[src/rtl/rvpl_mio_pkg.sv]
// Shared MIO peripheral definitions for the pipelined RISC-V SoC.
// Holds the UART transmitter state encoding, status register bit positions
// and the MIO bus addresses of the UART registers.
package rvpl_mio_pkg;

    typedef enum logic [1:0] {
        IDLE  = 2'd0,
        START = 2'd1,
        DATA  = 2'd2,
        STOP  = 2'd3
    } uart_state_t;

    // Status word bit positions; the FIFO level occupies the low bits.
    localparam int unsigned ST_EMPTY = 8;
    localparam int unsigned ST_FULL  = 9;
    localparam int unsigned ST_BUSY  = 10;
    localparam int unsigned ST_OVF   = 11;

    // MIO bus addresses decoded upstream into we / clr_ovf / read-mux select.
    localparam logic [31:0] MIO_UART_TX_ADDR     = 32'hFFFF_FF10;
    localparam logic [31:0] MIO_UART_STATUS_ADDR = 32'hFFFF_FF14;

endpackage

[src/rtl/sync_fifo.sv]
// Synchronous show-ahead FIFO.
// Ports:
//   clk, rst  - clock, synchronous active-high reset (flushes contents)
//   push, din - write request and data; ignored when full
//   pop, dout - read request; dout always shows the head entry
//   level     - number of stored entries, 0..DEPTH
//   empty     - level == 0
//   full      - level == DEPTH
module sync_fifo #(
    parameter int unsigned WIDTH = 8,
    parameter int unsigned DEPTH = 8
) (
    input  logic                     clk,
    input  logic                     rst,
    input  logic                     push,
    input  logic                     pop,
    input  logic [WIDTH-1:0]         din,
    output logic [WIDTH-1:0]         dout,
    output logic [$clog2(DEPTH):0]   level,
    output logic                     empty,
    output logic                     full
);

    localparam int unsigned PW = $clog2(DEPTH);
    localparam logic [PW:0] FULL_LEVEL = (PW+1)'(DEPTH);

    logic [WIDTH-1:0] mem [DEPTH];
    logic [PW-1:0]    wr_ptr_q;
    logic [PW-1:0]    rd_ptr_q;
    logic [PW:0]      level_q;
    logic             do_push;
    logic             do_pop;

    // Both qualifiers use the pre-edge level, so a push into a full FIFO is
    // dropped even when a pop frees a slot on the same edge.
    assign do_push = push && !full;
    assign do_pop  = pop && !empty;

    assign full  = (level_q == FULL_LEVEL);
    assign empty = (level_q == '0);
    assign level = level_q;
    assign dout  = mem[rd_ptr_q];

    always_ff @(posedge clk) begin
        if (rst) begin
            wr_ptr_q <= '0;
            rd_ptr_q <= '0;
            level_q  <= '0;
        end else begin
            if (do_push) wr_ptr_q <= wr_ptr_q + 1'b1;
            if (do_pop)  rd_ptr_q <= rd_ptr_q + 1'b1;
            unique case ({do_push, do_pop})
                2'b10:   level_q <= level_q + 1'b1;
                2'b01:   level_q <= level_q - 1'b1;
                default: level_q <= level_q;
            endcase
        end
    end

    always_ff @(posedge clk) begin
        if (do_push) mem[wr_ptr_q] <= din;
    end

endmodule

[src/rtl/mio_uart_tx.sv]
// Memory-mapped 8N1 UART transmitter for the MIO bus.
// Ports:
//   clk, rst - system clock, synchronous active-high reset
//   we       - TX data register write strobe; wdata is queued in the FIFO
//   wdata    - byte to transmit
//   clr_ovf  - status register write strobe; clears the sticky overflow flag
//   status   - {ovf, busy, full, empty} at [11:8], FIFO level in the low bits
//   txd      - serial output, idle high
module mio_uart_tx #(
    parameter int unsigned CLK_HZ     = 100_000_000,
    parameter int unsigned BAUD       = 115200,
    parameter int unsigned FIFO_DEPTH = 8
) (
    input  logic        clk,
    input  logic        rst,
    input  logic        we,
    input  logic [7:0]  wdata,
    input  logic        clr_ovf,
    output logic [31:0] status,
    output logic        txd
);

    import rvpl_mio_pkg::*;

    localparam int unsigned DIV = CLK_HZ / BAUD;
    localparam int unsigned CW  = $clog2(DIV);
    localparam int unsigned LW  = $clog2(FIFO_DEPTH) + 1;

    uart_state_t   state_q, state_d;
    logic [CW-1:0] cnt_q, cnt_d;
    logic [2:0]    bit_q, bit_d;
    logic [7:0]    shift_q, shift_d;
    logic          ovf_q, ovf_d;
    logic          bit_end;

    logic          fifo_pop;
    logic [7:0]    fifo_dout;
    logic [LW-1:0] fifo_level;
    logic          fifo_empty;
    logic          fifo_full;

    sync_fifo #(
        .WIDTH (8),
        .DEPTH (FIFO_DEPTH)
    ) u_fifo (
        .clk   (clk),
        .rst   (rst),
        .push  (we),
        .pop   (fifo_pop),
        .din   (wdata),
        .dout  (fifo_dout),
        .level (fifo_level),
        .empty (fifo_empty),
        .full  (fifo_full)
    );

    assign bit_end = (cnt_q == CW'(DIV - 1));

    always_ff @(posedge clk) begin
        if (rst) begin
            state_q <= IDLE;
            cnt_q   <= '0;
            bit_q   <= '0;
            shift_q <= '0;
            ovf_q   <= 1'b0;
        end else begin
            state_q <= state_d;
            cnt_q   <= cnt_d;
            bit_q   <= bit_d;
            shift_q <= shift_d;
            ovf_q   <= ovf_d;
        end
    end

    always_comb begin
        state_d  = state_q;
        cnt_d    = cnt_q + 1'b1;
        bit_d    = bit_q;
        shift_d  = shift_q;
        fifo_pop = 1'b0;
        txd      = 1'b1;
        unique case (state_q)
            IDLE: begin
                cnt_d = '0;
                if (!fifo_empty) begin
                    fifo_pop = 1'b1;
                    shift_d  = fifo_dout;
                    bit_d    = '0;
                    state_d  = START;
                end
            end
            START: begin
                txd = 1'b0;
                if (bit_end) begin
                    cnt_d   = '0;
                    state_d = DATA;
                end
            end
            DATA: begin
                txd = shift_q[0];
                if (bit_end) begin
                    cnt_d   = '0;
                    shift_d = {1'b0, shift_q[7:1]};
                    bit_d   = bit_q + 1'b1;
                    if (bit_q == 3'd7) state_d = STOP;
                end
            end
            STOP: begin
                if (bit_end) begin
                    cnt_d   = '0;
                    state_d = IDLE;
                end
            end
            default: state_d = IDLE;
        endcase
    end

    // Set has priority so an overflow coinciding with a clear is not lost.
    always_comb begin
        ovf_d = ovf_q;
        if (clr_ovf)          ovf_d = 1'b0;
        if (we && fifo_full)  ovf_d = 1'b1;
    end

    always_comb begin
        status           = '0;
        status[LW-1:0]   = fifo_level;
        status[ST_EMPTY] = fifo_empty;
        status[ST_FULL]  = fifo_full;
        status[ST_BUSY]  = (state_q != IDLE);
        status[ST_OVF]   = ovf_q;
    end

endmodule
[config.mk]
export PLATFORM = sky130hd
export DESIGN_NAME = mio_uart_tx
export DESIGN_NICKNAME = d
export VERILOG_FILES = /design/src/rtl/rvpl_mio_pkg.sv /design/src/rtl/sync_fifo.sv /design/src/rtl/mio_uart_tx.sv
export SDC_FILE = /design/constraint.sdc
export NUM_CORES = 1
export LEC_CHECK = 0
export ABC_AREA = 1
export CAP_MARGIN = 0
export CORE_MARGIN = 5
export CORE_UTILIZATION = 54
export CTS_CLUSTER_DIAMETER = 40
export CTS_CLUSTER_SIZE = 40
export DETAILED_ROUTE_END_ITERATION = 8
export MAX_ROUTING_LAYER = met4
export PLACE_DENSITY_LB_ADDON = 0.3
export REMOVE_ABC_BUFFERS = 1
export SLEW_MARGIN = 10
export SYNTH_ARGS = -nofsm -noshare
export SYNTH_HDL_FRONTEND = slang
export SYNTH_HIERARCHICAL = 1
export SYNTH_SLANG_ARGS = --single-unit
[constraint.sdc]
create_clock -name clk -period 2.9 [get_ports clk]
set_input_delay 0.58 -clock clk [delete_from_list [all_inputs] [get_ports clk]]
set_output_delay 0.58 -clock clk [all_outputs]
set_load 0.02 [all_outputs]
# Word level (Yosys, flattened, before mapping)

Memory sizes are Yosys's and may differ from the RTL's. A register that Yosys moved wholly into a read port is not among the register bits.
Index checks and enable logic that the tools add are counted.

Flip-flop bits (word level): 34
RAM bits: 64
Input bits: 12
Output and inout port bits: 33
Memories: 1

Memory list:

| memory     | words | bits a word | rd ports | clocked after memory_dff | wr ports | RTL line        | text |
|---|---|---|---|---|---|---|---|
| u_fifo.mem | 8     | 8           | 1        | 1                        | 1        | sync_fifo.sv:27 | `logic [WIDTH-1:0] mem [DEPTH];` |

Add/subtract/negate cells: 6
Equal/unequal tests: 13
Multiplexer cells: 24
Reductions and logical operators: 14

Operator list:

| operator                                                            | number |
|---|---|
| 10-bit case mux with 2 select lines                                 | 1 |
| 8-bit two-way mux                                                   | 2 |
| 8-bit case mux with 2 select lines                                  | 1 |
| 3-bit two-way mux                                                   | 4 |
| 10-bit by 1-bit adder with 10-bit output (second input constant)    | 1 |
| 10-bit == test (second input constant)                              | 1 |
| 10-bit two-way mux                                                  | 1 |
| 2-bit two-way mux                                                   | 5 |
| 2-bit inequality test (second input constant)                       | 5 |
| 3-bit by 1-bit adder with 3-bit output (second input constant)      | 3 |
| 2-bit case mux with 4 select lines                                  | 1 |
| 4-bit case mux with 2 select lines                                  | 1 |
| 2-bit nonzero test                                                  | 4 |
| 2-bit == test (second input constant)                               | 3 |
| 1-bit two-way mux                                                   | 6 |
| 3-bit case mux with 2 select lines                                  | 1 |
| 5-bit AND reduction                                                 | 1 |
| 4-bit by 1-bit adder with 4-bit output (second input constant)      | 1 |
| 2-bit by 1-bit == test with 1-bit output (second input constant)    | 2 |
| 4-bit == test (second input constant)                               | 1 |
| 4-bit logical NOT                                                   | 1 |
| 4-bit by 1-bit subtractor with 4-bit output (second input constant) | 1 |
| 3-bit == test (second input constant)                               | 1 |
| 1-bit logical AND                                                   | 3 |
| 5 further kinds                                                     | 6 |

# Logic depth before layout (Yosys ltp)

Gate-level depths: netlist of run 1.

Word-level depth: 6
Gate-level depth with buffers: 16
Depth with buffers taken out: 16

# Hierarchy

Netlist of run 1, hierarchy kept.

Modules (own cells, without submodules):

| module      | instances | cells each | area each (µm²) | seq. area each (µm²) |
|---|---|---|---|---|
| sync_fifo   | 1         | 276        | 3,218.1         | 2,182.1 |
| mio_uart_tx | 1         | 201        | 1,510.2         | 480.5 |

# Worst setup path after synthesis of run 1

Ideal clock, no wire load.

Path kind: flip-flop to flip-flop
Start: reg state_q[0]
End: reg u_fifo.level_q[2] (netlist: u_fifo/level[2])
Setup time: 115 ps
Arrival time: 1,988 ps
Required time: 2,785 ps
Setup slack: 797 ps
Cell stages (with the launch flop): 16
Period minus slack after synthesis: 2,103 ps
Cell sequence: dfxtp_1 inv_1 ha_1 inv_1 nor2_1 nand2_2 inv_1 ha_1 nand2_1 inv_1 nor2_1 ha_1 a21oi_1 xnor2_1 o21ai_0 inv_1

Word-level cells in the longest chain between the ends: 5
Elaborated cells between the ends (all ways): 7
Those cells by class: eq/ne: 2; mux: 2; reduce/logical: 3

RTL lines:

| what                                                                      | RTL line          | text |
|---|---|---|
| start: declaration                                                        | mio_uart_tx.sv:29 | `uart_state_t state_q, state_d;` |
| start signal: assignment                                                  | mio_uart_tx.sv:67 | `state_q <= state_d;` |
| 2-bit logical NOT *                                                       | mio_uart_tx.sv:82 | `unique case (state_q)` |
| 1-bit two-way mux *                                                       | mio_uart_tx.sv:82 |  |
| named net fifo_pop                                                        | mio_uart_tx.sv:36 | `logic fifo_pop;` |
| 1-bit logical AND *                                                       | sync_fifo.sv:37   | `assign do_pop = pop && !empty;` |
| named net u_fifo.do_pop                                                   | sync_fifo.sv:32   | `logic do_pop;` |
| 2-bit by 1-bit == test with 1-bit output or 2-bit == test (tied branches) | sync_fifo.sv:52   | `unique case ({do_push, do_pop})` |
| 4-bit case mux with 2 select lines or 2-bit nonzero test (tied branches)  | --                |  |
| end signal: assignment                                                    | sync_fifo.sv:53   | `2'b10: level_q <= level_q + 1'b1;` |
| end signal: assignment                                                    | sync_fifo.sv:54   | `2'b01: level_q <= level_q - 1'b1;` |
| end signal: assignment                                                    | sync_fifo.sv:55   | `default: level_q <= level_q;` |
| end: declaration                                                          | sync_fifo.sv:30   | `logic [PW:0] level_q;` |

The timed path passes the listed nets; every way through them passes the cells marked *.
A chain may end at the register's enable or synchronous reset.

# Final worst setup path of run 1

Start: reg state_q[0]
End: out txd

Word-level cells in the longest chain between the ends: 2
Elaborated cells between the ends (all ways): 3
Those cells by class: eq/ne: 2; mux: 1

RTL lines:

| what                                                                      | RTL line          | text |
|---|---|---|
| 2-bit == test or 2-bit by 1-bit == test with 1-bit output (tied branches) | mio_uart_tx.sv:82 |  |
| 1-bit case mux with 2 select lines *                                      | mio_uart_tx.sv:82 |  |
| end: declaration                                                          | mio_uart_tx.sv:20 | `output logic txd` |

Mark *: on every way between the ends. The rest lies on a longest branch, timed or not.

==> key figures, run 1 <==
Run status
  – Outcome: finished, final reports clean

Synthesis
  – Synth warn: 6
  – Synthesized area: 4730 µm²
  – Synth Area per Inst: between 9 and 10 µm²
  – Seq/Total Area, Yosys: 56.3%
  – Synth Register Bits: 101
  – Post-synthesis cell count: roughly 480
  – Netlist cell types: 37

Global routing
  – First-pass GRT wire length: 14.7 mm
  – GRT Resource Usage Total: 17.3%
  – Overflow after GRT: 0
  – Vias in the first global route: 3092
  – Initial antenna violation count: 0
  – Largest net degree at the start of global routing: 32

Setup path
  – Worst setup EP type: output pin
  – Worst setup path start: state_q[0]$_SDFFE_PP0P_
  – Critical path class: register to output pin
  – Worst EP arrival: 1.99 ns
  – Reg2reg start: state_q[0]$_SDFFE_PP0P_
  – CP Max Fanout: 13
  – CP required: 2.32 ns
  – Worst Reg-to-Reg Cells: 15
  – R2r setup slk: 0.65 ns
  – End point of the critical path: txd
  – CP startpoint kind: register
  – Worst r2r dst: u_fifo/level[2]$_SDFFE_PP0P_

Die
  – Rows: 34
  – I/O pins: 45
  – Initial Util: 54.8%
  – Core Area: 8640 µm²
  – Die Width: 104 µm
  – Die H: 104 µm
  – Die area: 10700 µm²

Routing
  – Routed WL per cell: 14.7 µm
  – DRC Markers: 0
  – ANT nets after route: 0
  – First-pass detailed-route iteration total: 6
  – Initial DRC count: 183
  – Via count: 3225
  – Final WL: between 8 and 9 mm
  – Routed vias/inst: ~5.3

Clocking
  – Clock transition at path regs: 0.10 ns
  – Number of buffers added for setup after CTS: 0
  – H-tree depth: 3
  – Post-cts sizing count: 0
  – Clock Sink Count: between 100 and 150
  – CTS Buf Count: 9
  – CTS tree: done
  – Latest clock arrival within the worst-skew pair: 0.37 ns
  – CTS Hold Bufs: 0
  – CTS max path bufs: 2
  – Clock Tree Root: clkbuf_8

Final layout
  – Fill count: between 700 and 800
  – Share of post-route cells with drive strength above 1: 8.78%
  – Area growth syn-to-layout: 6.59%
  – ANT cells: 0
  – Nets: 521
  – Commonest non-fill, non-tap cell in the layout: nand2_1
  – Most frequent cells in the layout: 72 x nand2_1, 71 x nor2_1, 64 x edfxtp_1, 37 x dfxtp_1, 35 x inv_1

Pwr
  – Peak VDD IR: 0.512 mV
  – Cell area power density: 841 nW/µm²
  – Leakage: 0.00196 µW

Timing
  – Worst Skew: approximately 0.015 ns
  – Fin crit period: 2.57 ns
  – # setup viols final: 0
  – FMAX: 389 MHz
  – Hold slack final: 0.458 ns
  – Slew Limit Fails: 0
  – Setup TNS: 0 ns
  – Fin. Hold Viols: 0
  – Slew headroom: 38.9%
  – RSZ-0062 raised after global routing: no
  – Worst Tran Pin Value: 0.915 ns
  – Tcrit/Tclk final: 88.7%

Job
  – Max cap viols: 0

Placement
  – Gpl congestion: 0.848
  – HPWL Detailed: 6.19 mm
  – Port buffer count: 20

Min path
  – Tightest Hold Check Type: register to register
## per-layer routing
metal	track usage, %	wire length [µm]	vias up
li1	-	-	1581
met2	27.6	4290	106
met5	-	0	-
met4	5.72	166	0
met1	21.7	4000	1523
met3	3.98	508	15
## through the flow
| stage | setup slack, ns | utilization [%] | total power [µW] | instances | area [µm²] |
|---|---|---|---|---|---|
| finish | 0.326 | 58.4 | 4240 | 609 | 5040 |
| floorplan | 0.754 | - | 2970 | 456 | 4460 |
| detailed placement | 0.480 | 56.3 | 3450 | 593 | 4860 |
| global placement | 0.588 | 56.3 | 3400 | 593 | 4860 |
| CTS | 0.294 | 58.4 | 4270 | 609 | 5040 |
| global route | 0.159 | 58.4 | 4560 | 609 | 5040 |
## worst min-delay path by stage
| stage | cells after the start | end | slack, ns | start |
|---|---|---|---|---|
| floorplan | 1 | cnt_q[0]$_SDFF_PP0_ | 0.42 | cnt_q[0]$_SDFF_PP0_ |
| global placement | 1 | cnt_q[0]$_SDFF_PP0_ | 0.43 | cnt_q[0]$_SDFF_PP0_ |
| detailed placement | 1 | cnt_q[0]$_SDFF_PP0_ | 0.45 | cnt_q[0]$_SDFF_PP0_ |
| CTS | 1 | cnt_q[0]$_SDFF_PP0_ | 0.47 | cnt_q[0]$_SDFF_PP0_ |
| global route | 1 | cnt_q[0]$_SDFF_PP0_ | 0.49 | cnt_q[0]$_SDFF_PP0_ |
| finish | 1 | cnt_q[0]$_SDFF_PP0_ | 0.46 | cnt_q[0]$_SDFF_PP0_ |
## sequential cells by signal, indices dropped and copies added (netlist names), named ones only
register         cells
bit_q                3
cnt_q               10
ovf_q                1
shift_q              8
state_q              2
u_fifo/level         4
u_fifo/mem          64
u_fifo/rd_ptr_q      3
u_fifo/wr_ptr_q      3
## synthesized netlist by cell type (all sizes together)
library cell | number | share of area (%)
nand4 | 1 | 0.13
a211oi | 1 | 0.16
nand3b | 2 | 0.40
clkbuf | 2 | 0.24
xnor2 | 2 | 0.37
mux2i | 15 | 3.2
buf | 42 | 7.3
nor3 | 5 | 0.53
edfxtp | 64 | 41
o21ai | 38 | 4.0
a21oi | 25 | 2.9
nor2 | 75 | 6.2
ha | 13 | 3.4
dfxtp | 37 | 16
o22ai | 8 | 1.1
inv | 37 | 2.9
or2 | 3 | 0.40
nand3 | 24 | 2.9
nor3b | 2 | 0.42
xor2 | 4 | 0.74
nand2 | 76 | 6.4
conb | 1 | 0.079
## cell families after synthesis
kind of cell | count (synthesis) | share of synthesized area [%]
multiplexers | 15 | 3.18
adder cells (fa/ha/maj) | 13 | 3.44
other | 1 | 0.0793
AO/OA/AOI/OAI | 72 | 8.12
buffers and inverters | 81 | 10.5
AND/OR/NAND/NOR | 188 | 17.3
XOR/XNOR | 6 | 1.11
flip-flops | 101 | 56.3
## worst max-delay path, stage by stage, from the launching register on
cell and delay (ns):
dfxtp_1 0.35, inv_1 0.11, ha_1 0.17, buf_4 0.23, nand2_1 0.07, o21ai_0 0.07, clkdlybuf4s50_1 0.62
## where the power goes
group          switching [µW]  total, µW  internal, µW
Clock                     498        823           326
Combinational             964       1580           616
Sequential                143       1840          1690
## cell type report
cell class	instances	area [µm²]	share of cell area, %
clock buffer	9	124	2.46
multi-input combinational	318	1660	32.8
clock inverter	7	56.3	1.12
inverter	37	139	2.76
sequential	101	2660	52.8
tap	108	135	2.68
timing repair buffer	29	268	5.31
No activity file was read; power rests on OpenSTA's default activity.
==> inputs of run 2 (changes only) <==
--- a/config.mk
+++ b/config.mk
@@ -7,8 +7,9 @@
 export LEC_CHECK = 0
 export ABC_AREA = 1
 export CAP_MARGIN = 0
+export CORE_ASPECT_RATIO = 0.6
 export CORE_MARGIN = 5
-export CORE_UTILIZATION = 54
+export CORE_UTILIZATION = 47
 export CTS_CLUSTER_DIAMETER = 40
 export CTS_CLUSTER_SIZE = 40
 export DETAILED_ROUTE_END_ITERATION = 8
==> key figures, run 2 (same netlist as run 1, synthesis figures left out) <==
Run status
  – Outcome: finished, final reports clean

Timing
  – Tcrit/Tclk final: 88.4% (-0.37 points)
  – Worst Skew: 0.00424 ns (-0.0106 ns)
  – RSZ-0062 raised after global routing: no
  – FMAX: 390 MHz (+0.42%)
  – Slew Limit Fails: 0 (unchanged)
  – Setup TNS: 0 ns (unchanged)
  – # setup viols final: 0 (unchanged)
  – Fin crit period: 2.56 ns (-0.0107 ns)
  – Fin. Hold Viols: 0 (unchanged)

Global routing
  – Overflow after GRT: 0 (unchanged)
  – First-pass GRT wire length: 14.7 mm (about the same)
  – Vias in the first global route: 2949 (-4.6%)
  – Initial antenna violation count: 0 (unchanged)
  – GRT Resource Usage Total: 15.8% (-1.4 points)
  – Largest net degree at the start of global routing: 33 (+3.1%)

Clocking
  – Post-cts sizing count: 0 (unchanged)
  – H-tree depth: 3 (unchanged)
  – CTS Hold Bufs: 0 (unchanged)
  – Latest clock arrival within the worst-skew pair: 0.34 ns (-0.03 ns)
  – Number of buffers added for setup after CTS: 0 (unchanged)
  – CTS tree: done
  – CTS max path bufs: 2 (unchanged)
  – Clock Tree Root: clkbuf_16
  – Clock Sink Count: 101 (unchanged)
  – Clock transition at path regs: 0.07 ns (-0.03 ns)
  – CTS Buf Count: 9 (unchanged)

Setup path
  – CP required: 2.32 ns (about the same)
  – Worst EP arrival: 1.98 ns (about the same)
  – CP Max Fanout: 13 (unchanged)
  – Worst setup EP type: output pin
  – Critical path class: register to output pin
  – CP startpoint kind: register

Routing
  – Top routing layer in use: met4
  – Met3 wire len: 611 µm (+20%)
  – Initial DRC count: 179 (-2.2%)
  – Final WL: 8.95 mm (-0.18%)
  – First-pass detailed-route iteration total: 4 (-2)
  – Routed wl met2: 3.78 mm (-12%)
  – DRC Markers: 0 (unchanged)
  – Via count: 3127 (-3.0%)
  – Routed WL per cell: 13.9 µm (-5.3%)
  – Routed vias/inst: 4.87 (-8.0%)
  – Wl on met1: 4.44 mm (+11%)
  – ANT nets after route: 0 (unchanged)

Final layout
  – ANT cells: 0 (unchanged)
  – Utilization after layout: 53.5% (-4.9 points)
  – Commonest non-fill, non-tap cell in the layout: nand2_1
  – Register bank with the most flops: u_fifo/mem
  – Most frequent cells in the layout: 72 x nand2_1, 71 x nor2_1, 64 x edfxtp_1, 37 x dfxtp_1, 35 x inv_1
  – Fill count: 859 (+17%)
  – Area growth syn-to-layout: 11.3%
  – Largest register FFs: 64 (unchanged)
  – Largest regs: u_fifo/mem x64, cnt_q x10, shift_q x8
  – Nets: 527 (+1.2%)
  – Post-route cell area: 5260 µm² (+4.4%)
  – Share of post-route cells with drive strength above 1: 9.86% (+1.1 points)

Die
  – Rows: 28 (-18%)
  – Die Width: 139 µm (+35%)
  – Die H: 87.7 µm (-15%)
  – Initial Util: 48.0% (-6.7 points)
  – Core Area: 9840 µm² (+14%)
  – I/O pins: 45 (unchanged)
  – Die area: 12200 µm² (+14%)

Placement
  – Placed cell areas: 4940 µm² (+1.6%)
  – Gpl congestion: 0.778 (-8.2%)
  – Port buffer count: 20 (unchanged)
  – HPWL Detailed: 6.05 mm (-2.2%)

Job
  – Max cap viols: 0 (unchanged)

Pwr
  – Leakage: 0.00206 µW (+4.7%)
  – Peak VDD IR: 0.419 mV (-18%)
  – Cell area power density: 898 nW/µm² (+6.7%)

Min path
  – Tightest Hold Check Type: register to register
run 2: power breakdown:
part           leakage (µW)  total [µW]  switching [µW]  internal, µW
clock network      0.000151        1280             518           760
logic               0.00102        1630            1010           624
registers          0.000884        1810             117          1690
run 2: critical path: stages, from the launching register on:
cell             delay, ns
dfxtp_1               0.34
inv_1                 0.10
ha_1                  0.17
buf_4                 0.24
nand2_1               0.07
o21ai_0               0.08
clkdlybuf4s50_1       0.63
run 2: cell type report:
type	count	area, µm²	share of cell area [%]
well taps	135	169	3.21
multi-input cells	318	1660	31.5
inverters	37	139	2.64
flip-flops and latches	101	2660	50.6
clock inverters	7	98.8	1.88
clock buffers	9	225	4.28
repair buffers	35	313	5.94
run 2: layer usage:
layer,track usage [%],vias to the layer above
met5,-,-
met4,4.09,0
met3,5.29,13
met2,23.3,73
met1,21.2,1448
li1,-,1593
run 2: final timing paths:
kind | to | start | slack [ns] | cells past startpoint
setup / recovery | txd | state_q[0]$_SDFFE_PP0P_ | 0.34 | 6
hold reg to reg | cnt_q[0]$_SDFF_PP0_ | cnt_q[0]$_SDFF_PP0_ | 0.44 | 1
setup reg to reg | u_fifo/level[2]$_SDFFE_PP0P_ | state_q[0]$_SDFFE_PP0P_ | 0.73 | 15
hold / removal | cnt_q[0]$_SDFF_PP0_ | cnt_q[0]$_SDFF_PP0_ | 0.44 | 1
run 2: metrics by stage:
step | setup slack (ns) | instances | power (µW) | hold WS, ns
2_1_floorplan | 0.754 | 456 | 2970 | 0.418
4_1_cts | 0.300 | 642 | 4760 | 0.454
6_report | 0.337 | 642 | 4720 | 0.444
5_1_grt | 0.197 | 642 | 5050 | 0.473
3_5_place_dp | 0.496 | 626 | 3470 | 0.441
3_3_place_gp | 0.581 | 626 | 3430 | 0.429
==> inputs of run 3 (changes only) <==
--- a/config.mk
+++ b/config.mk
@@ -5,11 +5,10 @@
 export SDC_FILE = /design/constraint.sdc
 export NUM_CORES = 1
 export LEC_CHECK = 0
-export ABC_AREA = 1
 export CAP_MARGIN = 0
 export CORE_ASPECT_RATIO = 0.6
 export CORE_MARGIN = 5
-export CORE_UTILIZATION = 47
+export CORE_UTILIZATION = 30
 export CTS_CLUSTER_DIAMETER = 40
 export CTS_CLUSTER_SIZE = 40
 export DETAILED_ROUTE_END_ITERATION = 8
==> key figures, run 3 <==
Placement
  – Place WS: 0.207 ns (-0.289 ns)
  – Gpl congestion: 0.741 (-4.8%)
  – Port buffer count: 20 (unchanged)
  – Placed cell count: 555 (-11%)
  – HPWL Detailed: 5.88 mm (-2.9%)

Synthesis
  – Synth Register Bits: 101 (unchanged)
  – Seq/Total Area, Yosys: 57.1% (+0.80 points)
  – Synth Area per Inst: 14.0 µm² (+41%)
  – Largest area contributor in the netlist: edfxtp_1
  – Synth warn: 6 (unchanged)
  – Post-synthesis cell count: 334 (-30%)
  – Netlist cell types: 47 (+27%)
  – Synthesized area: 4660 µm² (-1.4%)
  – Synth top cells by count: 64 x edfxtp_1, 37 x dfxtp_1, 30 x nor2_1
  – Most used DFF post-synth: edfxtp_1
  – Count leader, synth: edfxtp_1
  – Number of flops mapped to enable cells by yosys: 64 (unchanged)
  – Synth area leaders: edfxtp_1 41%, dfxtp_1 16%, mux4_1 4.5%
  – Ys async rst share: 0% (unchanged)
  – Share of the synthesized area in the top cell type: 41.2% (+0.58 points)

Clocking
  – H-tree depth: 3 (unchanged)
  – Clock Sink Count: 101 (unchanged)
  – CTS max path bufs: 2 (unchanged)
  – CTS Buf Count: 9 (unchanged)
  – Clock Tree Root: clkbuf_16
  – Post-cts sizing count: 0 (unchanged)
  – CTS tree: done
  – CTS Hold Bufs: 0 (unchanged)
  – Number of buffers added for setup after CTS: 0 (unchanged)
  – Clock transition at path regs: 0.07 ns (about the same)
  – Latest clock arrival within the worst-skew pair: 0.34 ns (about the same)

Setup path
  – CP required: 3.18 ns (+0.86 ns)
  – Reg2reg start: u_fifo/level[1]$_SDFFE_PP0P_
  – CP Cell Sequence: nor4_1 > nand2b_1 > inv_1 > o41a_1 > ha_1 > xor2_1 > ha_1 > a21oi_1 > xor2_1 > or3_1 > a21oi_1
  – Worst path max stage delay: 0.42 ns (-0.21 ns)
  – CP Max Fanout: 9 (-4)
  – Worst setup EP type: register
  – CP startpoint kind: register
  – Worst Reg-to-Reg Cells: 11 (-4)
  – Worst r2r dst: u_fifo/level[2]$_SDFFE_PP0P_
  – Slowest CP cell: nor4_1
  – Critical path class: register to register
  – R2r setup slk: 0.19 ns (-0.54 ns)
  – Worst EP arrival: 2.99 ns (+1.01 ns)

Final layout
  – Final Non-Filler Cells: 571 (-11%)
  – Register bank with the most flops: u_fifo/mem
  – Area growth syn-to-layout: 13.8%
  – Nets: 388 (-26%)
  – Largest regs: u_fifo/mem x64, cnt_q x10, shift_q x8
  – Share of post-route cells with drive strength above 1: 17.4% (+7.5 points)
  – Most frequent cells in the layout: 64 x edfxtp_1, 37 x dfxtp_1, 30 x nor2_1, 24 x conb_1, 20 x clkdlybuf4s50_1
  – Largest register FFs: 64 (unchanged)
  – Commonest non-fill, non-tap cell in the layout: edfxtp_1
  – ANT cells: 0 (unchanged)

Timing
  – # setup viols final: 0 (unchanged)
  – Slew headroom: between 60% and 70%
  – Tcrit/Tclk final: 93.4% (+5.0 points)
  – Worst Skew: 0.00705 ns (+0.00281 ns)
  – FMAX: 369 MHz (-5.4%)
  – Setup TNS: 0 ns (unchanged)
  – RSZ-0062 raised after global routing: no
  – Hold slack final: 0.475 ns (+0.0312 ns)
  – Fin crit period: 2.71 ns (+0.145 ns)
  – Fin. Hold Viols: 0 (unchanged)
  – Worst Tran Pin Value: 0.596 ns
  – Final setup margin: 0.192 ns (-0.145 ns)
  – Slew Limit Fails: 0 (unchanged)

Routing
  – ANT nets after route: 0 (unchanged)
  – Routed WL per cell: 14.8 µm (+6.5%)
  – Initial DRC count: 164 (-8.4%)
  – Final WL: 8.48 mm (-5.3%)
  – Via count: 2499 (-20%)
  – First-pass detailed-route iteration total: 4 (unchanged)
  – DRC Markers: 0 (unchanged)
  – Routed vias/inst: 4.38 (-10%)

Global routing
  – Largest net degree at the start of global routing: 38 (+15%)
  – Overflow after GRT: 0 (unchanged)
  – First-pass GRT wire length: 13.8 mm (-6.1%)
  – GRT Resource Usage Total: 10.3% (-5.6 points)
  – Vias in the first global route: 2603 (-12%)
  – Initial antenna violation count: 0 (unchanged)

Min path
  – Tightest Hold Check Type: register to register
  – Hold endpoint: cnt_q[0]$_SDFF_PP0_
  – Hold Crit Depth: 1 (unchanged)
  – Hold Crit Start: cnt_q[0]$_SDFF_PP0_

Pwr
  – Peak VDD IR: 0.341 mV (-19%)
  – Pwr Total: 4480 µW (-5.2%)
  – Leakage: 0.00185 µW (-10%)
  – Cell area power density: 845 nW/µm² (-5.9%)

Die
  – Die H: 107 µm (+22%)
  – Core Area: 15300 µm² (+55%)
  – Die area: 18200 µm² (+49%)
  – Rows: 35 (+25%)
  – Die Width: 171 µm (+23%)
  – I/O pins: 45 (unchanged)
  – Initial Util: 30.5% (-18 points)

Run status
  – Outcome: finished, final reports clean

Job
  – Max cap viols: 0 (unchanged)
-- run 3: cell types whose count changed after synthesis, sizes merged, moves of 16 or more --
cell,previous run,this run
o21ai,38,2
nor2,75,30
inv,37,7
a21oi,25,6
nand2,76,15
mux4,0,16
mux2,0,16
-- run 3: final cells by class --
class	count	area (µm²)
Timing Repair Buffer	35	313
Multi-Input combinational cell	209	1770
Sequential cell	101	2660
Fill cell	1465	9980
Clock buffer	10	229
Tap cell	203	254
Inverter	7	26.3
Clock inverter	6	45.0
-- run 3: cells by family after synthesis --
kind of cell | count (synthesis) | synth area share [%]
multiplexers | 48 | 16.2
AO/OA/AOI/OAI | 14 | 2.23
flip-flops | 101 | 57.1
AND/OR/NAND/NOR | 96 | 11.3
adder cells (fa/ha/maj) | 13 | 3.49
buffers and inverters | 47 | 6.82
other | 1 | 0.0804
XOR/XNOR | 14 | 2.79
-- run 3: routing by layer --
| metal | share of wire [%] | global-route usage [%] |
|---|---|---|
| met5 | 0 | - |
| met4 | 1.2 | 2.88 |
| met3 | 4.4 | 2.90 |
| met1 | 54 | 14.6 |
| met2 | 41 | 14.3 |
-- run 3: worst max-delay path: cells and delay by family (launching register included) --
family,cells,cell delay [ns]
flip-flops,1,0.41
AO/OA/AOI/OAI,3,0.48
AND/OR/NAND/NOR,3,0.93
buffers and inverters,1,0.06
adder cells (fa/ha/maj),2,0.49
XOR/XNOR,2,0.27
-- run 3: how the worst max path moves through the flow --
| stage | from | to | slack (ns) | cells after the start |
|---|---|---|---|---|
| floorplan | u_fifo/level[1]$_SDFFE_PP0P_ | u_fifo/level[2]$_SDFFE_PP0P_ | -0.14 | 11 |
| global placement | we | u_fifo/level[2]$_SDFFE_PP0P_ | 0.25 | 9 |
| detailed placement | we | u_fifo/level[2]$_SDFFE_PP0P_ | 0.21 | 9 |
| CTS | u_fifo/level[1]$_SDFFE_PP0P_ | status[9] | 0.19 | 3 |
| global route | u_fifo/level[1]$_SDFFE_PP0P_ | u_fifo/level[2]$_SDFFE_PP0P_ | 0.006 | 11 |
| finish | u_fifo/level[1]$_SDFFE_PP0P_ | u_fifo/level[2]$_SDFFE_PP0P_ | 0.19 | 11 |
-- run 3: report_power, final --
part,switching (µW),total [µW],internal (µW)
Clock,529,1120,589
Combinational,789,1560,772
Sequential,119,1800,1680
-- run 3: per-stage QoR --
step	util [%]	area (µm²)
5_1_grt	34.7	5300
6_report	34.7	5300
3_3_place_gp	32.9	5030
3_5_place_dp	32.9	5030
2_1_floorplan	-	4460
4_1_cts	34.7	5300
